===== src/rtl/serial_subtractor_if.sv =====
// Handshake/operand bundle for the bit-serial subtractor.
interface serial_subtractor_if #(
  parameter int N = 4
);
  logic         start;
  logic [N-1:0] A;
  logic [N-1:0] B;
  logic [N-1:0] D;
  logic         bout;
  logic         busy;
  logic         done;

  modport master (output start, A, B, input D, bout, busy, done);
  modport slave  (input start, A, B, output D, bout, busy, done);
endinterface


===== src/rtl/serial_subtractor.sv =====
// Bit-serial N-bit unsigned subtractor, D = A - B, LSB first.
// Each RUN cycle chains two half-subtractor stages (operand bits, then the
// stored borrow) into one full-subtractor step; a single flop carries borrow.
module serial_subtractor #(
  parameter int N = 4
) (
  input logic               clk,
  input logic               rst,
  serial_subtractor_if.slave bus
);
  localparam int CW = (N > 2) ? $clog2(N) : 1;

  typedef enum logic [1:0] {
    IDLE = 2'd0,
    RUN  = 2'd1,
    DONE = 2'd2
  } state_t;

  state_t        state;
  logic [N-1:0]  sa;
  logic [N-1:0]  sb;
  logic [N-1:0]  r;
  logic          br;
  logic [CW-1:0] cnt;

  logic a0, b0, h, p, d, q, br_nxt;
  logic [N-1:0] r_nxt;

  // One full-subtractor step on the current operand LSBs and stored borrow.
  always_comb begin
    a0     = sa[0];
    b0     = sb[0];
    h      = a0 ^ b0;
    p      = ~a0 & b0;
    d      = h ^ br;
    q      = ~h & br;
    br_nxt = p | q;
    r_nxt  = {d, r[N-1:1]};
  end

  // Control FSM plus datapath; every output is registered here.
  always_ff @(posedge clk) begin
    if (rst) begin
      state    <= IDLE;
      sa       <= '0;
      sb       <= '0;
      r        <= '0;
      br       <= 1'b0;
      cnt      <= '0;
      bus.D    <= '0;
      bus.bout <= 1'b0;
      bus.busy <= 1'b0;
      bus.done <= 1'b0;
    end else begin
      case (state)
        IDLE: begin
          if (bus.start) begin
            sa       <= bus.A;
            sb       <= bus.B;
            br       <= 1'b0;
            cnt      <= '0;
            bus.busy <= 1'b1;
            state    <= RUN;
          end
        end
        RUN: begin
          br  <= br_nxt;
          r   <= r_nxt;
          sa  <= sa >> 1;
          sb  <= sb >> 1;
          cnt <= cnt + 1'b1;
          // Last bit: publish the word the same edge the final bit is formed.
          if (cnt == CW'(N - 1)) begin
            bus.D    <= r_nxt;
            bus.bout <= br_nxt;
            bus.done <= 1'b1;
            state    <= DONE;
          end
        end
        DONE: begin
          bus.done <= 1'b0;
          bus.busy <= 1'b0;
          state    <= IDLE;
        end
        default: begin
          bus.done <= 1'b0;
          bus.busy <= 1'b0;
          state    <= IDLE;
        end
      endcase
    end
  end
endmodule


===== src/flat_wrapper.sv =====
// flat-port wrapper written by rule: the top's interface ports become plain ports
module serial_subtractor_flat 
#(
  parameter int N = 4
)
  (clk, rst, bus_start, bus_A, bus_B, bus_D, bus_bout, bus_busy, bus_done);
  serial_subtractor_if #(.N(N)) bus_i ();
  input logic clk;
  input logic rst;
  input wire logic [$bits(bus_i.start)-1:0] bus_start;
  input wire logic [$bits(bus_i.A)-1:0] bus_A;
  input wire logic [$bits(bus_i.B)-1:0] bus_B;
  output wire logic [$bits(bus_i.D)-1:0] bus_D;
  output wire logic [$bits(bus_i.bout)-1:0] bus_bout;
  output wire logic [$bits(bus_i.busy)-1:0] bus_busy;
  output wire logic [$bits(bus_i.done)-1:0] bus_done;
  assign bus_i.start = bus_start;
  assign bus_i.A = bus_A;
  assign bus_i.B = bus_B;
  assign bus_D = bus_i.D;
  assign bus_bout = bus_i.bout;
  assign bus_busy = bus_i.busy;
  assign bus_done = bus_i.done;
  serial_subtractor #(.N(N)) u_core (.clk(clk), .rst(rst), .bus(bus_i));
endmodule

===== config.mk =====
export PLATFORM = sky130hd
export DESIGN_NAME = serial_subtractor_flat
export DESIGN_NICKNAME = d
export VERILOG_FILES = /design/src/rtl/serial_subtractor_if.sv /design/src/rtl/serial_subtractor.sv /design/src/flat_wrapper.sv
export SDC_FILE = /design/constraint.sdc
export NUM_CORES = 1
export LEC_CHECK = 0
export CAP_MARGIN = 20
export CORE_MARGIN = 2
export CORE_UTILIZATION = 50
export CTS_CLUSTER_DIAMETER = 150
export DETAILED_ROUTE_END_ITERATION = 8
export GPL_TIMING_DRIVEN = 0
export PLACE_DENSITY = 0.86
export SYNTH_ARGS = -nofsm -noshare
export SYNTH_HDL_FRONTEND = slang
export SYNTH_SLANG_ARGS = --single-unit

===== constraint.sdc =====
create_clock -name clk -period 2.3 [get_ports clk]
set_input_delay 0.46 -clock clk [delete_from_list [all_inputs] [get_ports clk]]
set_output_delay 0.46 -clock clk [all_outputs]
set_load 0.03 [all_outputs]

==> metrics.log, run 1 <==
INFO  metric outcome = finished clean
INFO  metric number_of_antenna_violations_at_the_first_check_in_global_routing = 0
INFO  metric fmaxAchievable = 0.554 GHz
INFO  metric synthesis.nets = ~120
INFO  metric endpoint_type_of_the_worst_setup_path = primary output
INFO  metric p_int = between 0.5 and 0.6 mW
INFO  metric postLayoutCoreUtil = 0.668
INFO  metric die_w = 47.5 µm
INFO  metric cts_tree = built
INFO  metric clock_insertion_delay_worst_skew = ~0.31 ns
INFO  metric yosys.area.top_type_share = 0.486
INFO  metric drt-total-wl = 1.88 mm
INFO  metric syn-cell-area = 947 µm²
INFO  metric post-synth-top-area-cell = dfxtp_1
INFO  metric worst_hold_path_type = flip-flop to flip-flop
INFO  metric count_of_port_buffers_added_during_placement = 16
INFO  metric netlist_instances = approximately 110
INFO  metric syn_to_final_growth = 23.1%
INFO  metric worstMarginPinSlew = 0.486 ns
INFO  metric setup_total_negative_slack = 0 ns
INFO  metric fraction_of_layout_instances_using_a_drive_strength_above_1 = 0.0873
INFO  metric finalHoldViolations = 0
INFO  metric avgRoutedWirePerCell = 12.4 µm
INFO  metric min_period = 1.80 ns
INFO  metric worst_case_clock_buffer_depth = 2
INFO  metric die_ht = 47.5 µm
INFO  metric critPathTopFamily = buffers and inverters
INFO  metric boundaryPins = 18
INFO  metric post_cts_hold_buffer_count = 0
INFO  metric h_tree_levels = 1
INFO  metric critical-path-max-stage-delay = around 0.7 ns
INFO  metric layout.area.seq = 460 µm²
INFO  metric crit_path_top_delay_cell = clkdlybuf4s50_1
INFO  metric synth_top_cells_by_area = dfxtp_1, a21oi_1, nor2_1
INFO  metric fin_skew = 0.00242 ns
INFO  metric layout_setup_ws = 0.496 ns
INFO  metric postSynthAreaPerCell = 8.94 µm²
INFO  metric synth_cell_types = 25
INFO  metric p_leak = between 0.4 and 0.5 nW
INFO  metric synthesized_flop_and_latch_total = 23
INFO  metric signal_arrival_time_at_the_worst_endpoint = 1.34 ns
INFO  metric final_area = 1170 µm²
INFO  metric grt_start_max_net_pins = 14
INFO  metric antennaDiodeCount = 0
INFO  metric cp.buffers_inverters = 1
INFO  metric final_min_period_over_clock_period = 0.784
INFO  metric detailed_place_hpwl = 1.36 mm
INFO  metric std_cell_rows = 15
INFO  metric detailroute.via_count = 812
INFO  metric dpl_cell_area = around 1100 µm²
INFO  metric floorplan.initialDensity = 0.543
INFO  metric grt_setup_unrepaired = no
INFO  metric drv_cap = 0
INFO  metric seq_area_frac_synth = 0.486
INFO  metric power.ir.vdd_worst = approximately 0.00047 V
INFO  metric global_route.usage.total = 0.198
INFO  metric total_power = approximately 0.7 mW
INFO  metric antenna_left = 0
INFO  metric clock_tree.root_cell = clkbuf_4
INFO  metric seq_power_share = 0.602
INFO  metric hold_slack = ~0.47 ns
INFO  metric grt_pass1_wl = 3.14 mm
INFO  metric slew_headroom = 0.674
INFO  metric gp_congestion = 0.740
INFO  metric grt_pass1_vias = 741
INFO  metric clock_sinks = 23
INFO  metric finalSetupViolations = 0
INFO  metric dieArea = 2260 µm²
INFO  metric initialDrtViolationCount = 20
INFO  metric via_per_inst = 5.38
INFO  metric placed_cells_incl_taps = 147
INFO  metric power.switching = 0.185 mW
INFO  metric finalMaxSlewViolations = 0
INFO  metric post-place-ws = 0.591 ns
INFO  metric multi_input_area = approximately 440 µm²
INFO  metric setup.worst_path.class = flip-flop to primary output
INFO  metric cts_resized = 0
INFO  metric timing.critical_path.cells = clkdlybuf4s50_1
INFO  metric cts_inserted_buffers = 3
INFO  metric drc = 0
INFO  metric finalNetCount = 140
INFO  metric cts.clk_slew.worst_paths = 0.12 ns
INFO  metric switching_share = 0.256
INFO  metric cp-start-kind = flip-flop
INFO  metric grt_remaining_overflow = 0
INFO  metric comb_power_share = 0.140
INFO  metric synth-warning-count = 0
INFO  metric critical_path_peak_fanout = 2
INFO  metric cp_data_required_time = 1.84 ns
INFO  metric drtPass1Iterations = 4
INFO  metric cts_setup_buffers = 0
INFO  metric fillCellCount = 145
INFO  metric power_frac_clock = 0.257
INFO  metric final_cell_count_no_fill = 151
INFO  metric core_footprint = between 1500 and 2000 µm²
INFO  metric power_per_cell_area = approximately 620 nW/µm²
-- registers in the layout, summed over array words and instances (netlist names), 2 cells and up --
register      count
u_core.sb         4
u_core.r          3
u_core.bus.D      4
u_core.cnt        2
u_core.sa         4
u_core.state      2
-- final timing paths --
| path | startpoint | end | slack (ns) | depth (start not counted) |
|---|---|---|---|---|
| max | u_core.bus.D[0] | bus_D[0] | 0.50 | 1 |
| min | u_core.bus.D[2] | u_core.bus.D[2] | 0.47 | 2 |
| max reg2reg | u_core.cnt[0] | u_core.bus.D[1] | 0.95 | 5 |
| min reg2reg | u_core.bus.D[2] | u_core.bus.D[2] | 0.47 | 2 |
-- metal layers --
metal	up-vias	share of wire	track usage
met5	-	0	0
met2	17	0.48	0.335
met3	0	0.044	0.0717
met1	387	0.48	0.246
met4	0	0	0.0333
li1	408	-	-
-- synthesized netlist by cell type --
master	instances
a21oi_1	11
a221oi_1	1
a222oi_1	5
a22oi_1	3
a2bb2oi_1	1
a311oi_2	1
and2b_1	1
buf_2	5
buf_4	1
clkbuf_1	1
dfxtp_1	23
fa_1	1
ha_1	1
inv_1	3
mux2i_1	1
nand2_1	10
nand2b_1	7
nand3_1	4
nand3b_1	1
nor2_1	14
nor2b_1	6
nor3_1	2
nor3b_1	1
o21ai_1	1
o21bai_1	1
-- final cells by class --
cell class | count | share of cell area
Clock inverter | 1 | 0.00429
Inverter | 3 | 0.00966
Tap cell | 25 | 0.0268
Timing Repair Buffer | 16 | 0.137
Multi-Input combinational cell | 73 | 0.377
Buffer | 7 | 0.0311
Clock buffer | 3 | 0.0193
Sequential cell | 23 | 0.395
-- power groups by stage --
stage / combinational, mW / sequential [mW] / clock (mW)
final: 0.101 / 0.434 / 0.185
after global routing: 0.113 / 0.436 / 0.198
after CTS: 0.101 / 0.434 / 0.187
after detailed placement: 0.101 / 0.442 / 0
after global placement: 0.0978 / 0.441 / 0
after floorplan: 0.0635 / 0.442 / 0
-- logic make-up (layout without fill, tap and decap cells) --
kind of cell             count (synthesis)  in the layout  synth area share
flip-flops                              23             23             0.486
adder cells (fa/ha/maj)                  2              2            0.0343
multiplexers                             1              1            0.0106
AND/OR/NAND/NOR                         46             46             0.236
AO/OA/AOI/OAI                           24             24             0.182
buffers and inverters                   10             30            0.0502
-- cells in the final DEF (no fill, tap or decap), drive strengths merged, types with 3 or more instances in the layout --
cell type,instances
a21oi,11
a222oi,5
a22oi,3
buf,6
clkbuf,4
clkdlybuf4s50,16
dfxtp,23
inv,3
nand2,10
nand2b,7
nand3,4
nor2,14
nor2b,6
Note: power is estimated with default switching activity, not from simulation.
==> inputs of run 2 (changes only) <==
--- a/config.mk
+++ b/config.mk
@@ -7,11 +7,11 @@
 export LEC_CHECK = 0
 export CAP_MARGIN = 20
 export CORE_MARGIN = 2
-export CORE_UTILIZATION = 50
+export CORE_UTILIZATION = 44
 export CTS_CLUSTER_DIAMETER = 150
 export DETAILED_ROUTE_END_ITERATION = 8
 export GPL_TIMING_DRIVEN = 0
-export PLACE_DENSITY = 0.86
+export PLACE_DENSITY = 0.81
 export SYNTH_ARGS = -nofsm -noshare
 export SYNTH_HDL_FRONTEND = slang
 export SYNTH_SLANG_ARGS = --single-unit
==> constraint.sdc (replaced) <==
create_clock -name clk -period 1.46 [get_ports clk]
set_input_delay 0.292 -clock clk [delete_from_list [all_inputs] [get_ports clk]]
set_output_delay 0.292 -clock clk [all_outputs]
set_load 0.03 [all_outputs]
==> run 2 against run 1 <==
Against the previous run:
- final cell count rose by 0.66%
- sequential share of layout area grew 0.38 points
- clock skew down 0.0014 ns
- design area fell by 0.97%
- first-iteration DRC count is 70% higher
- global-route usage down 4.5 points
- die area increased by 12%
- largest cell class unchanged
- largest power group unchanged
- highest routed layer is now met4
==> metrics.log, run 2 (synthesis results as in run 1) <==
INFO  metric cp_data_required_time = 1.17 ns (-0.67 ns)
INFO  metric cp-start-kind = flip-flop
INFO  metric clock_sinks = 23 (unchanged)
INFO  metric h_tree_levels = 1 (unchanged)
INFO  metric number_of_antenna_violations_at_the_first_check_in_global_routing = 0 (unchanged)
INFO  metric worst_hold_path_type = input port to flip-flop
INFO  metric grt_setup_unrepaired = no
INFO  metric endpoint_type_of_the_worst_setup_path = primary output
INFO  metric count_of_port_buffers_added_during_placement = 16 (unchanged)
INFO  metric worst_case_clock_buffer_depth = 2 (unchanged)
INFO  metric antennaDiodeCount = 0 (unchanged)
INFO  metric global_route.usage.total = 0.153 (-0.0450)
INFO  metric final_min_period_over_clock_period = 0.928
INFO  metric core_footprint = 2000 µm² (+15%)
INFO  metric cts_tree = built
INFO  metric most_common_library_cell_in_the_layout_ignoring_fill_and_taps = dfxtp_1
INFO  metric avgRoutedWirePerCell = 12.4 µm (-0.55%)
INFO  metric clock_insertion_delay_worst_skew = 0.30 ns (about the same)
INFO  metric fin_skew = 0.00104 ns (-0.00138 ns)
INFO  metric grt_start_max_net_pins = 13 (-1)
INFO  metric setup_total_negative_slack = 0 ns (unchanged)
INFO  metric grt_pass1_vias = 699 (-5.7%)
INFO  metric critPathTopFamily = buffers and inverters
INFO  metric finalNetCount = 139 (-0.71%)
INFO  metric largestRegisters = u_core.bus.D (4), u_core.sa (4), u_core.sb (4)
INFO  metric setup.worst_path.class = flip-flop to primary output
INFO  metric cp.buffers_inverters = 1 (unchanged)
INFO  metric grt_pass1_wl = 3.01 mm (-4.2%)
INFO  metric clock_tree.root_cell = clkbuf_4
INFO  metric final_cell_count_no_fill = 152 (+0.66%)
INFO  metric finalMaxSlewViolations = 0 (unchanged)
INFO  metric signal_arrival_time_at_the_worst_endpoint = 1.06 ns (-0.28 ns)
INFO  metric drtPass1Iterations = 4 (unchanged)
INFO  metric die_w = 50.4 µm (+6.0%)
INFO  metric dieArea = 2540 µm² (+12%)
INFO  metric timing.critical_path.cells = dlygate4sd2_1
INFO  metric critical-path-max-stage-delay = 0.40 ns (-0.28 ns)
INFO  metric finalSetupViolations = 0 (unchanged)
INFO  metric drt-total-wl = 1.88 mm (+0.11%)
INFO  metric drc = 0 (unchanged)
INFO  metric drv_cap = 0 (unchanged)
INFO  metric grt_remaining_overflow = 0 (unchanged)
INFO  metric power.ir.vdd_worst = 0.000786 V (+65%)
INFO  metric via_per_inst = 5.34 (-0.66%)
INFO  metric critical_path_peak_fanout = 2 (unchanged)
INFO  metric layout_common_cells = dfxtp_1, nor2_1, a21oi_1
INFO  metric placed_cells_incl_taps = 149 (+1.4%)
INFO  metric antenna_left = 0 (unchanged)
INFO  metric gp_congestion = 0.799 (+8.0%)
INFO  metric cts_inserted_buffers = 3 (unchanged)
INFO  metric outcome = finished clean
INFO  metric floorplan.initialDensity = 0.473 (-0.0695)
INFO  metric std_cell_rows = 16 (+1)
INFO  metric syn_to_final_growth = 21.9%
INFO  metric power_per_cell_area = 970 nW/µm² (+57%)
INFO  metric crit_path_top_delay_cell = dlygate4sd2_1
INFO  metric die_ht = 50.4 µm (+6.0%)
INFO  metric slew_headroom = 0.662 (-0.0121)
INFO  metric detailed_place_hpwl = 1.33 mm (-2.2%)
INFO  metric post_cts_hold_buffer_count = 0 (unchanged)
INFO  metric fillCellCount = 195 (+34%)
INFO  metric initialDrtViolationCount = 34 (+70%)
INFO  metric cts.clk_slew.worst_paths = 0.11 ns (about the same)
INFO  metric fmaxAchievable = 0.738 GHz
INFO  metric worstMarginPinSlew = 0.504 ns (+0.0180 ns)
INFO  metric finalHoldViolations = 0 (unchanged)
INFO  metric min_period = 1.35 ns
INFO  metric boundaryPins = 18 (unchanged)
INFO  metric p_leak = 0.450 nW (+6.7%)
INFO  metric detailroute.via_count = 812 (unchanged)
INFO  metric fraction_of_layout_instances_using_a_drive_strength_above_1 = 0.0800 (-0.00730)
run 2: final cells by class:
type | instances | area (µm²) | area share
Clock buffer | 4 | 26.3 | 0.0228
Buffer | 6 | 32.5 | 0.0282
Tap cell | 27 | 33.8 | 0.0293
Timing Repair Buffer | 16 | 151 | 0.131
Multi-Input combinational cell | 73 | 439 | 0.380
Inverter | 3 | 11.3 | 0.00975
Sequential cell | 23 | 460 | 0.399
run 2: stage by stage:
step	hold WS [ns]	worst slack (ns)	util	cell area, µm²	total power [mW]
2_1_floorplan	0.437	0.296	-	947	0.797
4_1_cts	0.387	0.0824	0.579	1160	1.13
6_report	0.390	0.105	0.577	1150	1.12
5_1_grt	0.432	0.0277	0.577	1150	1.17
3_3_place_gp	0.447	-0.0438	0.570	1140	0.848
3_5_place_dp	0.450	-0.0719	0.570	1140	0.854
run 2: path summary, 6_finish.rpt:
check                                     start         endpoint  slack, ns  cells after the start
worst min-delay path                  bus_start  u_core.bus.busy       0.39                      3
worst max-delay path            u_core.bus.done         bus_done       0.11                      1
worst min register to register  u_core.bus.D[2]  u_core.bus.D[2]       0.46                      2
worst max register to register     u_core.sb[0]  u_core.bus.D[3]       0.19                      4
run 2: power by group:
part	leakage (nW)	switching (mW)	internal, mW
Clock	0.0150	0.175	0.107
Sequential	0.188	0.0205	0.661
Combinational	0.247	0.0799	0.0770
Total	0.450	0.275	0.845
run 2: routing by layer:
layer / share of wire / vias to the layer above / GRT usage
met5: 0 / - / 0
met4: 0.013 / 0 / 0.0405
met3: 0.048 / 2 / 0.0357
met2: 0.48 / 24 / 0.259
met1: 0.46 / 382 / 0.196
li1: - / 404 / -
run 2: timing repair:
| action | 4_1_cts | 5_1_grt |
|---|---|---|
| gates resized for setup | 7 | 0 |
| cloned | 0 | 0 |
| setup endpoints to repair | 7 | 4 |
| buffers inserted | 0 | 0 |
==> inputs of run 3 (changes only) <==
--- a/config.mk
+++ b/config.mk
@@ -12,6 +12,7 @@
 export DETAILED_ROUTE_END_ITERATION = 8
 export GPL_TIMING_DRIVEN = 0
 export PLACE_DENSITY = 0.81
+export SETUP_SLACK_MARGIN = 0.5
 export SYNTH_ARGS = -nofsm -noshare
 export SYNTH_HDL_FRONTEND = slang
 export SYNTH_SLANG_ARGS = --single-unit
==> run 3 against run 2 <==
Against the previous run:
- non-clock buffer count up 14
- global-route usage up 5.8 points
- maximum frequency up 9.2%
- core utilization up 15 points
- die area unchanged
- sequential power up 0.7%
- critical path depth up 3
- sequential cell count unchanged
- final cell count up 9.2%
- clock skew up 0.0020 ns
- count of clock-buffer cells in the layout down 1
- register-to-register slack better by 0.03 ns
- critical endpoint is now u_core.r[3]
==> metrics.log, run 3 (synthesis results as in run 1) <==
INFO  metric grt_remaining_overflow = 0 (unchanged)
INFO  metric placed_cells_incl_taps = 149 (unchanged)
INFO  metric timing.hold.worst.start = bus_start
INFO  metric grt_pass1_vias = 893 (+28%)
INFO  metric critical_path_peak_fanout = 2 (unchanged)
INFO  metric fmaxAchievable = 0.806 GHz (+9.2%)
INFO  metric h_tree_levels = 1 (unchanged)
INFO  metric drtPass1Iterations = 5 (+1)
INFO  metric finalMaxSlewViolations = 0 (unchanged)
INFO  metric cp_data_required_time = 1.72 ns (+0.55 ns)
INFO  metric most_common_library_cell_in_the_layout_ignoring_fill_and_taps = buf_6
INFO  metric reg2reg_setup_slack = 0.22 ns (+0.03 ns)
INFO  metric via_per_inst = 5.48 (+2.5%)
INFO  metric grt_pass1_wl = 3.97 mm (+32%)
INFO  metric final_min_period_over_clock_period = 0.849 (-0.0785)
INFO  metric endpoint_type_of_the_worst_setup_path = flip-flop
INFO  metric finalNetCount = 153 (+10%)
INFO  metric number_of_antenna_violations_at_the_first_check_in_global_routing = 0 (unchanged)
INFO  metric grt_setup_unrepaired = yes
INFO  metric power.ir.vdd_worst = 0.000651 V (-17%)
INFO  metric clock_sinks = 23 (unchanged)
INFO  metric cp-start-kind = flip-flop
INFO  metric antennaDiodeCount = 0 (unchanged)
INFO  metric whs_path_depth = 3 (unchanged)
INFO  metric worstMarginPinSlew = 0.282 ns (-0.222 ns)
INFO  metric initialDrtViolationCount = 33 (-2.9%)
INFO  metric cts.clk_slew.worst_paths = 0.13 ns (+0.02 ns)
INFO  metric worst_hold_path_type = input port to flip-flop
INFO  metric finalHoldViolations = 0 (unchanged)
INFO  metric gp_congestion = 0.817 (+2.3%)
INFO  metric post_cts_hold_buffer_count = 0 (unchanged)
INFO  metric power_per_cell_area = 834 nW/µm² (-14%)
INFO  metric largestRegisters = u_core.bus.D (4), u_core.sa (4), u_core.sb (4)
INFO  metric detailroute.via_count = 909 (+12%)
INFO  metric setup_total_negative_slack = 0 ns (unchanged)
INFO  metric grt_start_max_net_pins = 15 (+2)
INFO  metric core_footprint = 2000 µm² (unchanged)
INFO  metric boundaryPins = 18 (unchanged)
INFO  metric layout_common_cells = buf_6, nor2_1, dfxtp_1
INFO  metric die_ht = 50.4 µm (unchanged)
INFO  metric cts_inserted_buffers = 3 (unchanged)
INFO  metric floorplan.initialDensity = 0.473 (unchanged)
INFO  metric outcome = finished clean
INFO  metric syn_to_final_growth = 54.0%
INFO  metric wirelength_met1 = 925 µm (+8.1%)
INFO  metric fraction_of_layout_instances_using_a_drive_strength_above_1 = 0.460 (+0.380)
INFO  metric std_cell_rows = 16 (unchanged)
INFO  metric met3_wirelength = 134 µm (+47%)
INFO  metric clock_tree.root_cell = clkbuf_4
INFO  metric wl_met2 = 1.28 mm (+41%)
INFO  metric crit-reg2reg-capture = u_core.r[3]
INFO  metric final_cell_count_no_fill = 166 (+9.2%)
INFO  metric drv_cap = 0 (unchanged)
INFO  metric drt-total-wl = 2.41 mm (+28%)
INFO  metric clock_insertion_delay_worst_skew = 0.32 ns (+0.02 ns)
INFO  metric min_to = u_core.bus.busy
INFO  metric fin_skew = 0.00302 ns (+0.00198 ns)
INFO  metric top_layer = met4
INFO  metric finalSetupViolations = 0 (unchanged)
INFO  metric count_of_port_buffers_added_during_placement = 16 (unchanged)
INFO  metric die_w = 50.4 µm (unchanged)
INFO  metric layout.area.seq = 480 µm² (+4.3%)
INFO  metric fillCellCount = 153 (-22%)
INFO  metric antenna_left = 0 (unchanged)
INFO  metric detailed_place_hpwl = 1.34 mm (+0.81%)
INFO  metric cts_tree = built
INFO  metric rr_worst_depth = 4 (unchanged)
INFO  metric multi_input_area = 543 µm² (+24%)
INFO  metric avgRoutedWirePerCell = 14.5 µm (+17%)
INFO  metric drc = 0 (unchanged)
INFO  metric min_period = 1.24 ns (-0.115 ns)
INFO  metric signal_arrival_time_at_the_worst_endpoint = 1.50 ns (+0.44 ns)
INFO  metric p_leak = 0.544 nW (+21%)
INFO  metric global_route.usage.total = 0.211 (+0.0577)
INFO  metric rr_startpoint = u_core.br
INFO  metric worst_case_clock_buffer_depth = 2 (unchanged)
INFO  metric slew_headroom = 0.811 (+0.150)
INFO  metric dieArea = 2540 µm² (unchanged)
INFO  metric setup.worst_path.class = flip-flop to flip-flop
-- run 3: cell type report --
cell class	count	area share
Sequential cell	23	0.329
Clock inverter	1	0.00515
Multi-Input combinational cell	73	0.372
Tap cell	27	0.0232
Inverter	3	0.00772
Timing Repair Buffer	29	0.200
Clock buffer	3	0.0154
Buffer	7	0.0472
-- run 3: worst max-delay path, cell delays in order, from the launching register on --
cell     delay, ns
dfxtp_2       0.36
inv_2         0.04
fa_2          0.58
nand2_1       0.06
a21oi_1       0.14
-- run 3: timing repair --
item	CTS	global route
pin swaps	12	11
gates resized for setup	73	16
gates cloned	1	0
setup endpoints to repair	27	29
buffers inserted	12	0
-- run 3: power breakdown --
group	total (mW)	switching (mW)	internal, mW
sequential	0.687	0.0255	0.661
clock	0.305	0.200	0.105
combinational	0.226	0.108	0.118
total	1.22	0.333	0.884
-- run 3: worst max-delay path by stage --
stage,startpoint,endpoint,slack [ns]
after floorplan,u_core.br,u_core.bus.D[3],0.34
after global placement,rst,u_core.cnt[1],-0.04
after detailed placement,rst,u_core.cnt[0],-0.08
after CTS,u_core.br,u_core.bus.D[3],0.24
after global routing,u_core.br,u_core.bus.D[3],0.17
final,u_core.br,u_core.r[3],0.22
-- run 3: per-layer routing --
metal,up-vias,global-route usage
li1,437,-
met2,32,0.366
met5,-,0
met1,433,0.258
met4,0,0.108
met3,7,0.0208
-- run 3: metrics by stage --
step                power [mW]  hold WS, ns  setup slack, ns  area (µm²)   util
global route              1.28        0.429            0.172        1460  0.729
CTS                       1.20        0.382            0.244        1410  0.704
global placement         0.865        0.446          -0.0450        1210  0.603
finish                    1.22        0.414            0.220        1460  0.729
detailed placement       0.870        0.452          -0.0806        1210  0.603
floorplan                0.813        0.437            0.339        1010      -
